### src/rtl/tc_timer.sv
// Programmable down-counter timer with one-shot and auto-reload modes.
// Exposes CTRL, PRESET and COUNT registers on a simple bus and raises a maskable interrupt.
module tc_timer (
  input  logic        clk,
  input  logic        reset,
  input  logic [1:0]  Addr,
  input  logic        WE,
  input  logic [31:0] Din,
  output logic [31:0] Dout,
  output logic        IRQ
);

  typedef enum logic [1:0] {
    StIdle,
    StLoad,
    StCnt,
    StInt
  } state_e;

  localparam logic [1:0] AddrCtrl   = 2'd0;
  localparam logic [1:0] AddrPreset = 2'd1;
  localparam logic [1:0] AddrCount  = 2'd2;
  localparam logic [1:0] ModeReload = 2'b01;

  state_e      state_q;
  logic        enable_q;
  logic [1:0]  mode_q;
  logic        im_q;
  logic [31:0] preset_q;
  logic [31:0] count_q;
  logic        irq_pend_q;

  logic        ctrl_we;
  logic        preset_we;

  assign ctrl_we   = WE && (Addr == AddrCtrl);
  assign preset_we = WE && (Addr == AddrPreset);

  always_ff @(posedge clk or negedge reset) begin
    if (!reset) begin
      state_q    <= StIdle;
      enable_q   <= 1'b0;
      mode_q     <= 2'b00;
      im_q       <= 1'b0;
      preset_q   <= 32'd0;
      count_q    <= 32'd0;
      irq_pend_q <= 1'b0;
    end else begin
      case (state_q)
        StIdle: begin
          if (enable_q) begin
            state_q <= StLoad;
          end
        end
        StLoad: begin
          count_q <= preset_q;
          state_q <= StCnt;
        end
        StCnt: begin
          if (!enable_q) begin
            state_q <= StIdle;
          end else if (count_q > 32'd1) begin
            count_q <= count_q - 32'd1;
          end else begin
            // PRESET of 0 lands here too, so the count never wraps
            count_q    <= 32'd0;
            state_q    <= StInt;
            irq_pend_q <= 1'b1;
          end
        end
        StInt: begin
          state_q <= StIdle;
          if (mode_q == ModeReload) begin
            irq_pend_q <= 1'b0;
          end else begin
            enable_q <= 1'b0;
          end
        end
        default: state_q <= StIdle;
      endcase

      // Bus writes come last so they override FSM updates on the same edge
      if (ctrl_we) begin
        enable_q <= Din[0];
        mode_q   <= Din[2:1];
        im_q     <= Din[3];
      end
      if (preset_we) begin
        preset_q <= Din;
      end
      if (ctrl_we || preset_we) begin
        irq_pend_q <= 1'b0;
      end
    end
  end

  always_comb begin
    Dout = 32'd0;
    case (Addr)
      AddrCtrl:   Dout = {28'd0, im_q, mode_q, enable_q};
      AddrPreset: Dout = preset_q;
      AddrCount:  Dout = count_q;
      default:    Dout = 32'd0;
    endcase
  end

  assign IRQ = irq_pend_q & im_q;

endmodule

### config.mk
export PLATFORM = sky130hd
export DESIGN_NAME = tc_timer
export DESIGN_NICKNAME = d
export VERILOG_FILES = /design/src/rtl/tc_timer.sv
export SDC_FILE = /design/constraint.sdc
export NUM_CORES = 1
export LEC_CHECK = 0
export CAP_MARGIN = 20
export CORE_ASPECT_RATIO = 0.9
export CORE_MARGIN = 4
export CORE_UTILIZATION = 58
export CTS_BUF_LIST = sky130_fd_sc_hd__clkbuf_8 sky130_fd_sc_hd__clkbuf_16
export CTS_CLUSTER_DIAMETER = 50
export DETAILED_ROUTE_END_ITERATION = 7
export PLACE_DENSITY = 0.86
export SYNTH_ARGS = -nofsm -noshare
export SYNTH_HDL_FRONTEND = slang
export SYNTH_SLANG_ARGS = --single-unit
### constraint.sdc
create_clock -name clk -period 4.3 [get_ports clk]
set_input_delay 0.645 -clock clk [delete_from_list [all_inputs] [get_ports clk]]
set_output_delay 0.645 -clock clk [all_outputs]
set_load 0.02 [all_outputs]
# Word level (Yosys, flattened, before mapping)

Index checks and enable logic that the tools add are counted.

Output and inout bits: 33
Input port bits: 37
Register bits: 71
Word-level logic and storage cells: 51

$lt $le $gt $ge: 1
Reductions and logical operators: 12
Multiplexer cells: 16
Bitwise operators: 1
Add/subtract/negate cells: 1
Equal/unequal tests: 13

Operators by type and width:

| operator                | number |
|---|---|
| $pmux W32 S3            | 1 |
| $mux W32                | 2 |
| $pmux W32 S2            | 1 |
| $gt A32 B1 Y1 const B   | 1 |
| $sub A32 B1 Y32 const B | 1 |
| $ne A3 B3 Y1 const B    | 4 |
| $pmux W2 S4             | 1 |
| $mux W1                 | 7 |
| $eq A2 B1 Y1 const B    | 3 |
| $eq A2 B2 Y1 const B    | 3 |
| $mux W2                 | 3 |
| $ne A2 B2 Y1 const B    | 3 |
| $reduce_and A2 Y1       | 3 |
| $logic_not A2 Y1        | 2 |
| $reduce_and A4 Y1       | 1 |
| $reduce_bool A2 Y1      | 2 |
| $reduce_bool A3 Y1      | 1 |
| $logic_and A1 B1 Y1     | 2 |
| $pmux W1 S2             | 1 |
| $and A1 B1 Y1           | 1 |
| $logic_or A1 B1 Y1      | 1 |

# Logic depth before layout (Yosys ltp)

Gate-level depths: netlist of the first run.

Depth in word-level cells: 5
Gate-level depth with buffers: 9

# Worst setup path after synthesis of the first run

Ideal clock, no wire load.

Kind: input to output
Start point: in Addr[1]
End point: out Dout[10]
Arrival: 1.915 ns
Setup slack: 1.740 ns
Data required time: 3.655 ns
Cell stages on the path: 5
Cell sequence: clkbuf_1 nor2b_1 clkbuf_1 buf_1 a22o_1

Longest elaborated chain between the ends: 2
Elaborated cells on any way between the ends: 4

Ends and longest elaborated chain:

| what                                 | line | text |
|---|---|---|
| from (decl)                          | 6    | `input logic [1:0] Addr,` |
| $eq A2 B2 Y1 (tied with other cells) | 99   | `case (Addr)` |
| $pmux W32 S3 (*)                     | 99   |  |
| to (decl)                            | 9    | `output logic [31:0] Dout,` |

Mark *: on every way between the ends. The rest lies on a longest branch, timed or not.

# Final worst setup path of the first run

Start point: in Addr[0]
End point: out Dout[27]

The elaborated chain is that of the path after synthesis.

==> results of run 1 <==
metal layers:
| layer | track usage (%) | wire length (um) | vias up |
|---|---|---|---|
| met1 | 36.9 | 4950 | 1842 |
| met3 | 7.01 | 953 | 21 |
| met4 | 10.1 | 153 | 0 |
| met2 | 43.2 | 5390 | 203 |
| met5 | 0 | 0 | - |
| li1 | - | - | 1767 |
layout make-up:
cell class	count	share of cell area (%)
multi-input cells	325	43.8
inverters	5	0.367
flip-flops and latches	71	34.7
clock buffers	10	2.69
clock inverters	5	1.15
well taps	93	2.27
repair buffers	78	15.0
kinds of logic (layout without fill, tap and decap cells):
kind of cell | Yosys count | in the layout
AO/OA/AOI/OAI | 111 | 111
adder cells (fa/ha/maj) | 2 | 2
buffers and inverters | 40 | 98
flip-flops | 71 | 71
multiplexers | 42 | 42
AND/OR/NAND/NOR | 170 | 170
cell usage in the layout, fill, tap and decap left out, types with 3 or more instances in the layout:
cell             instances
a31oi_1                  9
nand3b_1                 3
nor2_1                  19
or4_1                    6
o21ai_1                  5
nand3_1                 26
a22o_1                  30
buf_4                    8
a22oi_1                  8
clkbuf_8                10
mux2i_1                  7
dfrtp_1                 71
o21ai_0                 12
and2_1                   3
nor2b_1                  5
o211ai_1                12
o31ai_1                  3
mux2_2                  35
nor4_1                  10
nand2b_1                 5
nor2b_2                  3
and3_1                  14
nand2_1                 32
nor3_1                  11
or3_1                   10
nand4_1                  8
a21oi_1                 18
inv_1                    5
clkdlybuf4s50_1         68
path summary, 6_finish.rpt:
check	slack, ns	cells after the start	to	startpoint
worst max-delay path	0.98	5	Dout[27]	Addr[0]
worst min-delay path	0.18	1	count_q[29]$_DFFE_PN0P_	reset
worst max register to register	1.49	7	count_q[28]$_DFFE_PN0P_	count_q[0]$_DFFE_PN0P_
worst min register to register	0.51	1	irq_pend_q$_DFFE_PN0P_	irq_pend_q$_DFFE_PN0P_
max in group asynchronous	3.45	2	count_q[6]$_DFFE_PN0P_	reset
min in group clk	0.51	1	irq_pend_q$_DFFE_PN0P_	irq_pend_q$_DFFE_PN0P_
registers in the layout, indices dropped and copies added (netlist names):
signal      flops
im_q            1
count_q        32
irq_pend_q      1
state_q         2
mode_q          2
enable_q        1
preset_q       32
worst register-to-register path: cells and delay by family (launching register included):
kind / cells / cell delay, ns
AND/OR/NAND/NOR: 4 / 1.68
flip-flops: 1 / 0.47
adder cells (fa/ha/maj): 1 / 0.30
buffers and inverters: 1 / 0.13
AO/OA/AOI/OAI: 1 / 0.10
where the power goes:
part	switching (mW)	internal [mW]	leakage, nW
sequential	0.351	0.888	0.859
clock	0.262	0.280	0.0944
combinational	0.682	0.554	1.07
==> metrics.txt, run 1 <==
nets=529; via count of the first global-routing pass=around 3800; Overall Power=a little over 3 mW; H-tree Lvls=3; post-cts hold buffer count=0; setup violators final=0; fin crit share=roughly 77%; mean post-synth cell area=9.56 um^2; post-synthesis sequential area ratio=between 40% and 50%; Post-CTS Setup Inserts=0; slowest CP cell=clkdlybuf4s50_1; post-layout util=about three quarters; PD cells=about 590 mW/mm^2; DR iter-0 viols=between 400 and 500; placed cell areas=slightly below 0.005 mm^2; vias per cell=roughly 6.5; first-pass GRT wire length=about 19 mm; wire per inst=19.5 um; antenna violations before repair=0; TritonCTS clock tree=built; cell row count=29; fin cells=587; total die area=roughly 0.0086 mm^2; area of the multi-input gates=~0.0022 mm^2; DRC Markers=0; asr flop ratio synth=100%; outcome=completed; maxcap violations=0; CTS root buf=clkbuf_8; Worst-Skew Late Latency=0.36 ns; Die Y=between 80 and 90 um; cell taking the most area after synthesis=dfrtp_1; final antenna-violating net count=0; multiplexer share of the synthesized area=between 10% and 20%; Worst Path Required=3.65 ns; Setup TNS=0 ns; largest cells by area after synthesis=dfrtp_1 (43%), mux2_2 (9.5%), a22o_1 (6.3%); DRT Pass-1 Iters=5; pin count of the biggest net entering global routing=45; cell family contributing the most delay on the critical path=buffers and inverters; Post-synth EDFFs=0; ant diodes=0; Starting Density=59.5%; RSZ-0062 raised after global routing=false; Clk pin slew, worst setup/hold paths=0.08 ns; dpl cells=~570; TritonCTS Buffers=9; worst hold margin=0.176 ns; arrival time at the worst endpoint=~2.7 ns; minimum clock period=3.32 ns; final WL=11.4 mm; adder-cell share of the synthesized area=0.600%; Post-synth top cells=dfrtp_1 (71), mux2_2 (35), nand2_1 (32), a22o_1 (30), nand3_1 (26); CP max FO=33; crit end category=primary output; largest family of logic cells by synthesized area=simple AND/OR/NAND/NOR gates; Cells after Synth=436; Seq cells post-synth=71; count leader, synth=dfrtp_1; Fillers=514; top cell type's share of synthesized area=~43%; I/O pins=70; cells resized by post-CTS repair=0; Max VDD drop=0.260 mV; Worst Path Class, Setup=input pin to primary output; CTS Sinks=71; DP Worst Slack=0.991 ns; synth warn=0; CP dominant cell by count=clkdlybuf4s50_1; slew margin rel.=between 40 and 50%; worst setup margin=0.984 ns; Reg area=between 0.0015 and 0.002 mm^2; design area=approximately 0.0051 mm^2; post-synthesis compound-gate area fraction=between 10% and 20%; simple-gate share of the synthesized area=between 20 and 25%; Fin. Hold Viols=0; Final GP Congestion=around 0.9; Fin Clk Skew=just over 0.008 ns; HP Class=input pin to asynchronous set/reset pin; Die W=approximately 97 um; Post-synth top flop=dfrtp_1; Synth-to-Final Area Change=22.7%; Slew @ Worst Pin=0.827 ns; core area=between 0.007 and 0.008 mm^2; Pleak=~2.0 nW; crit start category=input pin; hpwl dp=approximately 7.4 mm; crit path cell chain=clkdlybuf4s50_1 > nor2b_2 > buf_4 > a22o_1 > clkdlybuf4s50_1; detailed-route via count=3833; I/O Buffers=69; GR Overflow Total=0; fin. max-slew vios=0; Post-Syn Nets=~480; layout cells sized above 1=~15%; post-synthesis xor/xnor area fraction=0%; FMAX=approximately 0.30 GHz; synthesized area=0.00417 mm^2; post-synth cell types=54; gr usage total=approximately 27%; clock tree buffer depth=2; CP bufs+invs=3; Max stage delay on crit path=approximately 0.62 ns
Note: power is estimated with default switching activity, not from simulation.
==> run 2: changes to the inputs <==
--- a/config.mk
+++ b/config.mk
@@ -8,11 +8,11 @@
 export CAP_MARGIN = 20
 export CORE_ASPECT_RATIO = 0.9
 export CORE_MARGIN = 4
-export CORE_UTILIZATION = 58
+export CORE_UTILIZATION = 54
 export CTS_BUF_LIST = sky130_fd_sc_hd__clkbuf_8 sky130_fd_sc_hd__clkbuf_16
 export CTS_CLUSTER_DIAMETER = 50
 export DETAILED_ROUTE_END_ITERATION = 7
-export PLACE_DENSITY = 0.86
+export PLACE_DENSITY = 0.81
 export SYNTH_ARGS = -nofsm -noshare
 export SYNTH_HDL_FRONTEND = slang
 export SYNTH_SLANG_ARGS = --single-unit
==> constraint.sdc (replaced) <==
create_clock -name clk -period 3.36 [get_ports clk]
set_input_delay 0.504 -clock clk [delete_from_list [all_inputs] [get_ports clk]]
set_output_delay 0.504 -clock clk [all_outputs]
set_load 0.02 [all_outputs]
==> metrics.txt, run 2 (synthesis results as in run 1) <==
TritonCTS Buffers=9 (unchanged); design area=0.00525 mm^2 (was 0.00512 mm^2); DP Worst Slack=0.447 ns (was 0.991 ns); DR iter-0 viols=318 (was 423); setup violators final=0 (unchanged); cell row count=30 (was 29); Fillers=600 (was 514); minimum clock period=approximately 3 ns; hpwl dp=7.73 mm (was 7.42 mm); nets=537 (was 529); maxcap violations=0 (unchanged); Comb pwr share=39.9% (was 41.0%); layout cells sized above 1=16.3% (was 14.8%); clock tree buffer depth=2 (unchanged); fin. max-slew vios=0 (unchanged); antenna violations before repair=0 (unchanged); Reg area=0.00178 mm^2 (unchanged); fin cells=599 (was 587); Worst-Skew Late Latency=0.36 ns (about the same); Fin Clk Skew=0.0136 ns (was 0.00806 ns); Die W=101 um (was 97.4 um); vias per cell=6.62 (was 6.53); via count of the first global-routing pass=3866 (was 3788); Pleak=2.09 nW (was 2.02 nW); CP max FO=32 (was 33); pin count of the biggest net entering global routing=41 (was 45); slew margin rel.=47.3% (was 44.8%); first-pass GRT wire length=18.9 mm (was 19.0 mm); Max VDD drop=0.393 mV (was 0.260 mV); crit path cell chain=clkdlybuf4s50_1 > nor2b_2 > buf_12 > nand2_1 > o21ai_0 > clkdlybuf4s50_1 (was clkdlybuf4s50_1 > nor2b_2 > buf_4 > a22o_1 > clkdlybuf4s50_1); Sw Share=40.8% (was 42.9%); biggest regs=count_q (32), preset_q (32) (unchanged); Die Y=91.4 um (was 88.4 um); commonest non-fill, non-tap cells in the layout=dfrtp_1 (71), clkdlybuf4s50_1 (68), mux2_2 (35), nand2_1 (32), a22o_1 (30) (unchanged); post-cts hold buffer count=0 (unchanged); gr usage total=26.1% (was 27.3%); final WL=11.9 mm (was 11.4 mm); cells resized by post-CTS repair=0 (unchanged); area of the multi-input gates=0.00224 mm^2 (unchanged); GR Overflow Total=0 (unchanged); Starting Density=55.3% (was 59.5%); CTS root buf=clkbuf_8 (unchanged); arrival time at the worst endpoint=2.49 ns (was 2.67 ns); Synth-to-Final Area Change=26.0% (was 22.7%); total die area=0.00919 mm^2 (was 0.00861 mm^2); CP dominant cell by count=clkdlybuf4s50_1 (unchanged); HP Class=input pin to asynchronous set/reset pin (unchanged); crit end category=primary output (unchanged); CTS Sinks=71 (unchanged); DRT Pass-1 Iters=6 (was 5); detailed-route via count=3967 (was 3833); Post-CTS Setup Inserts=0 (unchanged); core area=0.00754 mm^2 (was 0.00700 mm^2); worst setup margin=0.361 ns (was 0.984 ns); crit start category=input pin (unchanged); RSZ-0062 raised after global routing=false (unchanged); Clk pin slew, worst setup/hold paths=0.08 ns (about the same); TritonCTS clock tree=built (unchanged); placed cell areas=0.00498 mm^2 (was 0.00490 mm^2); Worst Path Class, Setup=input pin to primary output (unchanged); DRC Markers=0 (unchanged); sequential power share=38.0% (was 41.1%); Int Power=2.46 mW (was 1.72 mW); PD cells=790 mW/mm^2 (was 590 mW/mm^2); net switching power=1.69 mW (was 1.30 mW); Setup TNS=0 ns (unchanged); wire per inst=19.9 um (was 19.5 um); fin crit share=around nine tenths; I/O Buffers=69 (unchanged); H-tree Lvls=3 (unchanged); Worst Path Required=2.86 ns (was 3.65 ns); dpl cells=583 (was 571); Max stage delay on crit path=0.71 ns (was 0.62 ns); I/O pins=70 (unchanged); Clock power frac=22.1% (was 18.0%); final antenna-violating net count=0 (unchanged); Slew @ Worst Pin=0.790 ns (was 0.827 ns); Fin. Hold Viols=0 (unchanged); ant diodes=0 (unchanged); outcome=completed (unchanged); commonest non-fill, non-tap cell in the layout=dfrtp_1 (unchanged); FMAX=0.333 GHz; slowest CP cell=clkdlybuf4s50_1 (unchanged); Final GP Congestion=0.919 (was 0.898)
run 2: changes by cell type in the layout (fill, tap and decap cells not counted), sizes merged:
| cell | delta |
|---|---|
| buf | +8 |
| bufinv | +3 |
| clkbuf | -1 |
| clkinvlp | -1 |
run 2: layout make-up:
cell class / count / area share (%)
multi-input cells: 325 / 42.7
flip-flops and latches: 71 / 33.8
repair buffers: 86 / 15.7
clock inverters: 7 / 2.76
clock buffers: 9 / 2.36
well taps: 96 / 2.29
inverters: 5 / 0.357
run 2: final timing paths:
check | from | to | slack (ns) | cells after the start
setup / recovery | Addr[0] | Dout[1] | 0.36 | 6
hold / removal | reset | count_q[30]$_DFFE_PN0P_ | 0.12 | 1
setup reg to reg | count_q[0]$_DFFE_PN0P_ | count_q[28]$_DFFE_PN0P_ | 0.61 | 7
hold reg to reg | irq_pend_q$_DFFE_PN0P_ | irq_pend_q$_DFFE_PN0P_ | 0.51 | 1
max in group asynchronous | reset | count_q[4]$_DFFE_PN0P_ | 2.47 | 2
min in group clk | irq_pend_q$_DFFE_PN0P_ | irq_pend_q$_DFFE_PN0P_ | 0.51 | 1
run 2: stage by stage:
stage	hold slack, ns	total power [mW]	util [%]
after CTS	0.123	4.12	69.6
after detailed placement	0.500	3.18	66.1
after global placement	0.469	3.12	66.1
final	0.115	4.15	69.6
after floorplan	0.208	2.59	-
after global routing	0.133	4.39	69.6
run 2: critical path: cells and delay by family:
kind	cells	cell delay (ns)
and+or+nand+nor	2	0.33
AOI/OAI and AO/OA	1	0.12
buffers and inverters	3	1.54
run 2: per-layer routing:
layer	track usage [%]	routed length [um]	part of all wire [%]	vias up
met3	6.84	1040	8.7	49
met4	11.4	404	3.4	0
met5	0	0	0	-
li1	-	-	-	1785
met1	34.1	4870	41	1908
met2	40.5	5610	47	225
run 2: power by group through the flow:
stage / combinational (mW) / clock (mW) / sequential, mW
global route: 1.80 / 0.964 / 1.62
CTS: 1.63 / 0.926 / 1.56
detailed placement: 1.61 / 0 / 1.57
global placement: 1.57 / 0 / 1.56
finish: 1.66 / 0.916 / 1.58
floorplan: 1.19 / 0 / 1.40
==> RTL edit (settings of run 2) <==
The 4 states of `state_e` get a one-hot encoding in 4 bits.
--- a/src/rtl/tc_timer.sv
+++ b/src/rtl/tc_timer.sv
@@ -10,11 +10,11 @@
   output logic        IRQ
 );
 
-  typedef enum logic [1:0] {
-    StIdle,
-    StLoad,
-    StCnt,
-    StInt
+  typedef enum logic [3:0] {
+    StIdle = 4'b0001,
+    StLoad = 4'b0010,
+    StCnt  = 4'b0100,
+    StInt  = 4'b1000
   } state_e;
 
   localparam logic [1:0] AddrCtrl   = 2'd0;
Behaviour: same outputs for any inputs over 4 cycles, from zero or initial values and one cycle with reset low; so few cycles prove little.
==> RTL edit against run 2 <==
Core utilization fell by 1.6 points; wire length down 8.6%; worst hold slack better by 0.14 ns; area after synthesis decreased by 0.75%; worst setup slack gained 0.042 ns; sequential cell count is 2 higher; clock power is 34% lower; design area decreased by 2.8%; sequential share of layout area grew 2.0 points; total power decreased by 19%; critical path type unchanged; critical endpoint is now Dout[26]; largest power group is now sequential cells; highest routed layer unchanged.
==> RTL edit: results (changes against run 2) <==
Routing
  – Iter 0 DRT Violations: 238 (-25%)
  – WL/cell: 18.6 µm (-6.4%)
  – TritonRoute pass-1 iters: 6 (unchanged)
  – Vias: 3713 (-6.4%)
  – DRC viols: 0 (unchanged)

Clock network
  – Clk Latency, worst-skew pair: 0.36 ns (about the same)
  – Post-CTS Setup Repair Bufs: 0 (unchanged)
  – Total clock buffers created by CTS: 9 (unchanged)
  – Root Buffer: clkbuf_8
  – Worst-path clk slew: 0.07 ns
  – Post-cts resize count: 0 (unchanged)
  – H-tree depth: 3 (unchanged)
  – Clock Tree Buf Depth: 2 (unchanged)

Finish
  – Largest registers: count_q: 32 flops, preset_q: 32 flops, state_q: 4 flops
  – Ant diodes: 0 (unchanged)
  – Layout cells sized above 1: 17.4% (+1.1 points)
  – Nets: 523 (-2.6%)
  – Non-Filler Instances: 585 (-2.3%)
  – Layout fillers: 613 (+2.2%)

STA
  – Final Skew: 0.0105 ns (-0.00313 ns)
  – Minimum clock period: 2.96 ns (-0.0423 ns)
  – Least-Margin Pin Slew: 0.854 ns (+0.0631 ns)

Global route
  – Global-route wire length before repair: 18300 µm (-3.4%)
  – Initial antenna violation count: 0 (unchanged)
  – Total Routing Usage GR: 24.8% (-1.3 points)
  – Largest net degree at the start of global routing: 39 (-4.9%)

Power and ir drop
  – Lkg Pwr: 2.09 nW (-0.21%)
  – Worst IR Drop VDD: 330 µV (-16%)

Place
  – Routability cong.: 0.913 (-0.61%)
  – Dpl cells: 568 (-2.6%)
  – DP Wirelength: 7740 µm (about the same)
  – Port-buffer cells: 69 (unchanged)
  – Place WS: 0.408 ns (-0.0384 ns)

Setup path
  – Crit. Startpoint: Addr[1]
  – Worst-path fanout max: 15 (-53%)
  – Worst R2R Setup Slack: 0.50 ns (-0.11 ns)
  – Worst r2r src: count_q[24]
  – Critical path arrival: 2.45 ns (-0.04 ns)

Synth
  – Post-synth top cells: dfrtp_1, mux2_2, nand2_1
  – Syn_nets: 459 (-3.4%)
  – Yosys cell types: 56 (+3.7%)
  – Yosys warning total: 0 (unchanged)
  – Async S/R FF share, synth: 100% (unchanged)
  – Ranking of synthesized cells by area: dfrtp_1, mux2_2, a22o_1
  – Synthesized instance count: 420 (-3.7%)
  – Sequential fraction of the synthesis area: 44.2% (+1.6 points)
  – Top cell type's share of synthesized area: 43.5% (+0.93 points)

Run status
  – Status: complete, no violations

Min path
  – Worst Hold Class: input pin to async pin
-- RTL edit: final timing paths --
path,endpoint,cells past startpoint
max in group asynchronous,count_q[19],2
max,Dout[26],5
min,preset_q[0],1
min reg2reg,preset_q[16],1
max reg2reg,count_q[21],6
min in group clk,preset_q[16],1
-- RTL edit: cells by family after synthesis --
group / share of synthesized area, %
AOI/OAI and AO/OA: 22.4
xor gates and xnor gates: 0.212
adders and majority gates: 0.605
buffers and inverters: 4.41
DFF: 44.2
muxes: 10.5
and+or+nand+nor: 17.7
-- RTL edit: layer usage --
layer | track usage (%) | vias up | part of all wire [%]
met5 | 0 | - | 0
met4 | 7.07 | 0 | 1.7
met3 | 6.53 | 23 | 8.0
met2 | 38.6 | 172 | 48
met1 | 34.0 | 1807 | 43
li1 | - | 1711 | -
-- RTL edit: power breakdown --
group / internal, mW / total (mW) / leakage [nW] / switching [mW]
registers: 1.15 / 1.50 / 0.896 / 0.357
logic: 0.625 / 1.27 / 1.10 / 0.642
clock network: 0.278 / 0.600 / 0.0958 / 0.323
-- RTL edit: worst max-delay path, stage by stage --
cell,delay (ns)
clkdlybuf4s50_1,0.69
nor2b_2,0.24
buf_4,0.23
a22o_1,0.18
clkdlybuf4s50_1,0.60
-- RTL edit: layout make-up --
class	count	area share, %
well taps	96	2.35
clock buffers	10	2.70
inverters	13	0.956
multi-input cells	304	41.8
repair buffers	83	15.8
flip-flops and latches	73	35.8
clock inverters	6	0.564
-- RTL edit: through the flow --
step / total power, mW / area, µm² / hold slack, ns
6_report: 3.37 / 5110 / 0.255
5_1_grt: 3.60 / 5110 / 0.328
4_1_cts: 3.36 / 5090 / 0.282
3_5_place_dp: 2.76 / 4930 / 0.526
3_3_place_gp: 2.70 / 4930 / 0.507
2_1_floorplan: 2.30 / 4140 / 0.208
